File: src/rtl/fpu_pkg.sv
// rtl/fpu_pkg.sv - shared types and constants for the FPU sqrt sequencer
package fpu_pkg;
  typedef enum logic [1:0] {IDLE, ISSUE, WAIT, RESP} seq_state_t;
  localparam logic [31:0] QNAN = 32'h7FC00000;
endpackage

File: src/rtl/fpu_operand_fifo.sv
// rtl/fpu_operand_fifo.sv - DEPTH x 32 synchronous operand FIFO with occupancy count
module fpu_operand_fifo #(
  parameter int DEPTH = 4
) (
  input  logic                         clk,
  input  logic                         reset_n,
  input  logic                         push,
  input  logic [31:0]                  push_data,
  input  logic                         pop,
  output logic [31:0]                  head,
  output logic                         ready,
  output logic [$clog2(DEPTH+1)-1:0]   count
);
  localparam int AW = $clog2(DEPTH);
  localparam int CW = $clog2(DEPTH + 1);
  localparam logic [CW-1:0] FULL = CW'(DEPTH);

  logic [31:0]   mem [DEPTH];
  logic [AW-1:0] wr_ptr;
  logic [AW-1:0] rd_ptr;
  logic          do_push;
  logic          do_pop;

  assign ready   = (count < FULL);
  assign do_push = push && ready;
  assign do_pop  = pop && (count != '0);
  assign head    = mem[rd_ptr];

  always_ff @(posedge clk) begin
    if (do_push) mem[wr_ptr] <= push_data;
  end

  // Pointers are exactly log2(DEPTH) wide so they wrap without extra logic.
  always_ff @(posedge clk or negedge reset_n) begin
    if (!reset_n) begin
      wr_ptr <= '0;
      rd_ptr <= '0;
      count  <= '0;
    end else begin
      if (do_push) wr_ptr <= wr_ptr + AW'(1);
      if (do_pop)  rd_ptr <= rd_ptr + AW'(1);
      case ({do_push, do_pop})
        2'b10:   count <= count + CW'(1);
        2'b01:   count <= count - CW'(1);
        default: count <= count;
      endcase
    end
  end
endmodule

File: src/rtl/fpu_sqrt_sequencer.sv
// rtl/fpu_sqrt_sequencer.sv - queues operands and drives a start/done FPU one op at a time
// Optional WAIT timeout with qNaN/error response enabled by FPU_TIMEOUT_EN.
module fpu_sqrt_sequencer
  import fpu_pkg::*;
#(
  parameter int DEPTH   = 4,
  parameter int TIMEOUT = 64
) (
  input  logic                         clk,
  input  logic                         reset_n,
  input  logic                         in_valid,
  output logic                         in_ready,
  input  logic [31:0]                  in_data,
  output logic                         out_valid,
  input  logic                         out_ready,
  output logic [31:0]                  out_data,
  output logic                         error,
  output logic [$clog2(DEPTH+1)-1:0]   fifo_count,
  output logic                         fpu_start,
  output logic [31:0]                  fpu_a,
  input  logic                         fpu_done,
  input  logic                         fpu_busy,
  input  logic [31:0]                  fpu_result
);
  if (DEPTH < 2 || (DEPTH & (DEPTH - 1)) != 0 || TIMEOUT < 1) begin : g_bad_params
    $error("fpu_sqrt_sequencer: DEPTH must be a power of 2 >= 2 and TIMEOUT >= 1");
  end

  seq_state_t  state_q;
  seq_state_t  state_d;
  logic        pop;
  logic [31:0] head;

  fpu_operand_fifo #(.DEPTH(DEPTH)) u_fifo (
    .clk       (clk),
    .reset_n   (reset_n),
    .push      (in_valid && in_ready),
    .push_data (in_data),
    .pop       (pop),
    .head      (head),
    .ready     (in_ready),
    .count     (fifo_count)
  );

`ifdef FPU_TIMEOUT_EN
  localparam int TW = $clog2(TIMEOUT + 1);
  logic [TW-1:0] tmo_cnt;
  logic          timed_out;
  logic          error_q;
`endif

  always_comb begin
    state_d = state_q;
    pop     = 1'b0;
`ifdef FPU_TIMEOUT_EN
    timed_out = 1'b0;
`endif
    case (state_q)
      IDLE: begin
        if (fifo_count != '0 && !fpu_busy) begin
          state_d = ISSUE;
          pop     = 1'b1;
        end
      end
      ISSUE: state_d = WAIT;
      WAIT: begin
        if (fpu_done) begin
          state_d = RESP;
        end
`ifdef FPU_TIMEOUT_EN
        else if (tmo_cnt == TW'(TIMEOUT - 1)) begin
          state_d   = RESP;
          timed_out = 1'b1;
        end
`endif
      end
      RESP: begin
        if (out_ready) state_d = IDLE;
      end
      default: state_d = IDLE;
    endcase
  end

  always_ff @(posedge clk or negedge reset_n) begin
    if (!reset_n) begin
      state_q  <= IDLE;
      fpu_a    <= '0;
      out_data <= '0;
    end else begin
      state_q <= state_d;
      if (pop) fpu_a <= head;
      // A real completion wins over a timeout landing on the same cycle.
      if (state_q == WAIT && fpu_done) out_data <= fpu_result;
`ifdef FPU_TIMEOUT_EN
      else if (timed_out) out_data <= QNAN;
`endif
    end
  end

`ifdef FPU_TIMEOUT_EN
  always_ff @(posedge clk or negedge reset_n) begin
    if (!reset_n) begin
      tmo_cnt <= '0;
      error_q <= 1'b0;
    end else begin
      if (state_q == ISSUE)     tmo_cnt <= '0;
      else if (state_q == WAIT) tmo_cnt <= tmo_cnt + TW'(1);
      if (timed_out)                          error_q <= 1'b1;
      else if (state_q == RESP && out_ready)  error_q <= 1'b0;
    end
  end
  assign error = error_q;
`else
  assign error = 1'b0;
`endif

  assign fpu_start = (state_q == ISSUE);
  assign out_valid = (state_q == RESP);
endmodule

File: config.mk
export PLATFORM = sky130hd
export DESIGN_NAME = fpu_sqrt_sequencer
export DESIGN_NICKNAME = d
export VERILOG_FILES = /design/src/rtl/fpu_pkg.sv /design/src/rtl/fpu_operand_fifo.sv /design/src/rtl/fpu_sqrt_sequencer.sv
export SDC_FILE = /design/constraint.sdc
export NUM_CORES = 1
export LEC_CHECK = 0
export BUFFER_PORTS_ARGS = -buffer_cell sky130_fd_sc_hd__buf_2
export CAP_MARGIN = 30
export CORE_UTILIZATION = 55
export CTS_CLUSTER_DIAMETER = 40
export DETAILED_ROUTE_END_ITERATION = 8
export GPL_TIMING_DRIVEN = 0
export HOLD_SLACK_MARGIN = 0.15
export PLACE_DENSITY = 0.79
export SLEW_MARGIN = 20
export SYNTH_ARGS = -nofsm -noshare
export SYNTH_HDL_FRONTEND = slang
export SYNTH_SLANG_ARGS = --single-unit
File: constraint.sdc
create_clock -name clk -period 3 [get_ports clk]
set_clock_uncertainty 0.1 [all_clocks]
set_input_delay 0.15 -clock clk [delete_from_list [all_inputs] [get_ports clk]]
set_output_delay 0.15 -clock clk [all_outputs]
set_load 0.05 [all_outputs]
==> key figures <==
Run status
  – Status: finished clean

Timing
  – Fmax: 367.6 MHz
  – Crit path time final: between 2 and 3 ns
  – Worst slew pin tran: slightly above 0.7 ns
  – WHS: 0.3017 ns
  – Fin Setup TNS: 0 ns
  – Final hold vios: 0
  – Final Max Slew Viols: 0
  – Max-slew headroom: 0.5260
  – Setup-failing EPs final: 0
  – Unrepaired setup endpoints after global routing: no
  – Fin crit share: 0.9068

Detailed routing
  – Pre-antenna DRT Iters: 4
  – Via count: ~4200
  – DRC: 0
  – Detailed Route Iter0 Violations: around 140
  – Wirelength, routed: 14860 um
  – Vias per inst: 5.243
  – Antenna viol nets, final: 0
  – Routed wire length per instance: 18.63 um

Critical path
  – CP required: 3.31 ns
  – Flop-to-flop setup slack: 0.28 ns
  – Reg-to-reg critical path endpoint: u_fifo.count[2]$_DFFE_PN0P_
  – R2r startpoint: state_q[0]$_DFFE_PN0P_
  – Crit path max fanout: 10
  – Crit start category: flip-flop
  – Critical setup path kind: flip-flop to flip-flop
  – R2R cell count: 10
  – Worst EP arrival: 3.03 ns
  – Worst setup path startpoint: state_q[0]$_DFFE_PN0P_
  – CP Capture Type: flip-flop

Die
  – Die X: 120.0 um
  – Die area: 14400 um2
  – Die Y: 120.0 um
  – FP Rows: 42
  – Initial core utilization: 0.5713
  – IO Count: 141
  – Core Box Area: 13400 um2

Synth
  – Cell area after synthesis: 7656 um2
  – Main flop type after synthesis: edfxtp_1
  – Syn Area/Cell: 21.21 um2
  – Synth Instances: 361
  – Unique masters post-synth: 25
  – Post-synth ARST share: 0.3632
  – Synth Net Count: 442
  – Synth warn: 0
  – Sequential-to-total area share from yosys stat: 0.7406
  – #FFs+latches synth: 201
  – EDFF count, synth: 128

CTS
  – Clock Latency Late Sink: 0.50 ns
  – Clock Sinks: 201
  – CTS tree: done
  – TritonCTS buffer count: 25
  – Post-CTS Resized: 0
  – H-tree Lvls: 1
  – Root buffer cell: clkbuf_16
  – CTS clk-pin slew, worst paths: 0.06 ns
  – CTS max path bufs: 3

Min path
  – Worst hold endpoint: u_fifo.mem[2][4]$_DFFE_PP_
  – Hold Path Class: input port to flip-flop
  – Min-Delay Path Depth: 2
  – Min-delay src: in_data[4]

Finish
  – Layout net count: 686
  – Syn-to-layout area delta: 33.45%
  – Layout cells sized above 1: 0.4791
  – Fin cells: 798
  – ANT cells: 0
  – Fill cells: ~770

Global route
  – First-pass GRT wire length: ~24000 um
  – Pin count of the biggest net entering global routing: 54
  – Total track usage: 0.2186
  – Initial antenna violation count: 0
  – Vias in the first global route: around 4600
  – Global route total overflow: 0

Power
  – PD cells: between 1000 and 1500 nW/um2
  – Leak: 4.098 nW
  – Maximum VDD drop: ~700 uV

Placement
  – Placed Instances: 681
  – Port Buf Inserts: 139
  – Routability cong.: 0.6903
  – Post-DP HPWL: 9048 um

Run
  – Max-Cap Viols: 0
[flip-flops by register name (all words and copies together) (netlist names)]
| signal | count |
|---|---|
| out_data | 32 |
| u_fifo.wr_ptr | 2 |
| state_q | 2 |
| u_fifo.count | 3 |
| u_fifo.rd_ptr | 2 |
| u_fifo.mem | 128 |
| fpu_a | 32 |
[final cells by class]
class	instances	area, um2	share of cell area
buffer	16	110.1	0.01078
clock buffer	33	675.6	0.06613
clock inverter	11	98.84	0.009674
inverter	9	33.78	0.003306
multi-input combinational	135	1847	0.1807
sequential	201	5670	0.5550
tap	176	220.2	0.02155
timing repair buffer	217	1562	0.1528
[cell usage after synthesis (2+ instances only)]
library cell | n | area (um2)
xnor2_1 | 3 | 26.28
o21ai_0 | 2 | 10.01
mux4_2 | 32 | 720.7
buf_4 | 4 | 30.03
and2_1 | 5 | 31.28
clkbuf_1 | 4 | 15.01
nor2b_1 | 3 | 18.77
mux2_2 | 52 | 585.6
edfxtp_1 | 128 | 3844
mux2_4 | 13 | 195.2
xor2_1 | 3 | 26.28
buf_2 | 4 | 20.02
ha_1 | 10 | 125.1
inv_1 | 9 | 33.78
buf_6 | 4 | 45.04
nand2_1 | 3 | 11.26
nor2_1 | 2 | 7.510
dfrtp_1 | 73 | 1827
[worst max-delay path, cell delays in order, from the launching register on]
cell and delay, ns:
dfrtp_1 0.40, inv_1 0.13, ha_1 0.22, nor3b_4 0.46, buf_4 0.29, ha_1 0.21, inv_1 0.07, fa_1 0.38
xor2_1 0.15, nor2_1 0.11, xnor2_1 0.13
[metal layers]
layer	GRT usage	vias to the layer above	share of wire
met5	0	-	0
met4	0.05547	0	0.017
met1	0.2717	2139	0.40
met2	0.3933	129	0.53
li1	-	1893	-
met3	0.04135	23	0.052
[kinds of logic (layout without fill, tap and decap cells)]
kind of cell	after synthesis	count (layout)	synth area share
other cells	1	1	0.0004898
fa+ha+maj	11	11	0.01896
xor+xnor	6	6	0.006865
mux	98	98	0.1974
compound gates	3	3	0.002778
flops	201	201	0.7406
buf+inv	25	286	0.01879
simple gates	16	16	0.01406
[stage by stage]
stage / setup slack [ns] / total power (W) / cell area, um2 / utilization
final: 0.2796 / 0.01144 / 10220 / 0.7625
after global routing: 0.06866 / 0.01194 / 10220 / 0.7625
after CTS: 0.2254 / 0.01153 / 10220 / 0.7628
after detailed placement: 0.2364 / 0.008660 / 8717 / 0.6505
after global placement: 0.2885 / 0.008451 / 8572 / 0.6397
after floorplan: 0.5159 / 0.007540 / 7656 / -
[how the worst max path moves through the flow]
stage	endpoint	slack, ns	cells after the start
floorplan	u_fifo.count[2]$_DFFE_PN0P_	0.52	9
global placement	u_fifo.mem[1][8]$_DFFE_PP_	0.29	3
detailed placement	u_fifo.count[2]$_DFFE_PN0P_	0.24	10
CTS	u_fifo.count[2]$_DFFE_PN0P_	0.23	10
global route	u_fifo.count[2]$_DFFE_PN0P_	0.07	10
finish	u_fifo.count[2]$_DFFE_PN0P_	0.28	10
[report_power, final]
| group | switching, W | total [W] | internal (W) | leakage (nW) |
|---|---|---|---|---|
| registers | 0.000334 | 0.00407 | 0.00374 | 2.03 |
| clock network | 0.00113 | 0.00275 | 0.00162 | 0.378 |
| logic | 0.00293 | 0.00463 | 0.00169 | 1.69 |
| total | 0.00439 | 0.0114 | 0.00705 | 4.10 |
[placed cells by master, fill, tap and decap left out, types with 2 or more instances in the layout]
master,synthesis,layout
buf_2,4,143
edfxtp_1,128,128
dfrtp_1,73,73
dlygate4sd3_1,0,72
mux2_2,52,52
mux4_2,32,32
clkbuf_16,0,25
mux2_4,13,13
clkbuf_1,4,10
ha_1,10,10
inv_1,9,9
buf_4,4,5
buf_16,0,5
and2_2,0,4
buf_6,4,4
inv_6,0,4
nor2b_1,3,3
xor2_1,3,3
nand2_1,3,3
xnor2_1,3,3
inv_8,0,3
o21ai_0,2,2
nor2_1,2,2
clkinv_4,0,2
clkbuf_8,0,2
[what timing repair did]
item,4_1_cts,5_1_grt
hold buffers,73,0
hold endpoints to repair,243,0
setup buffers,0,0
(Power assumes the default switching activity.)
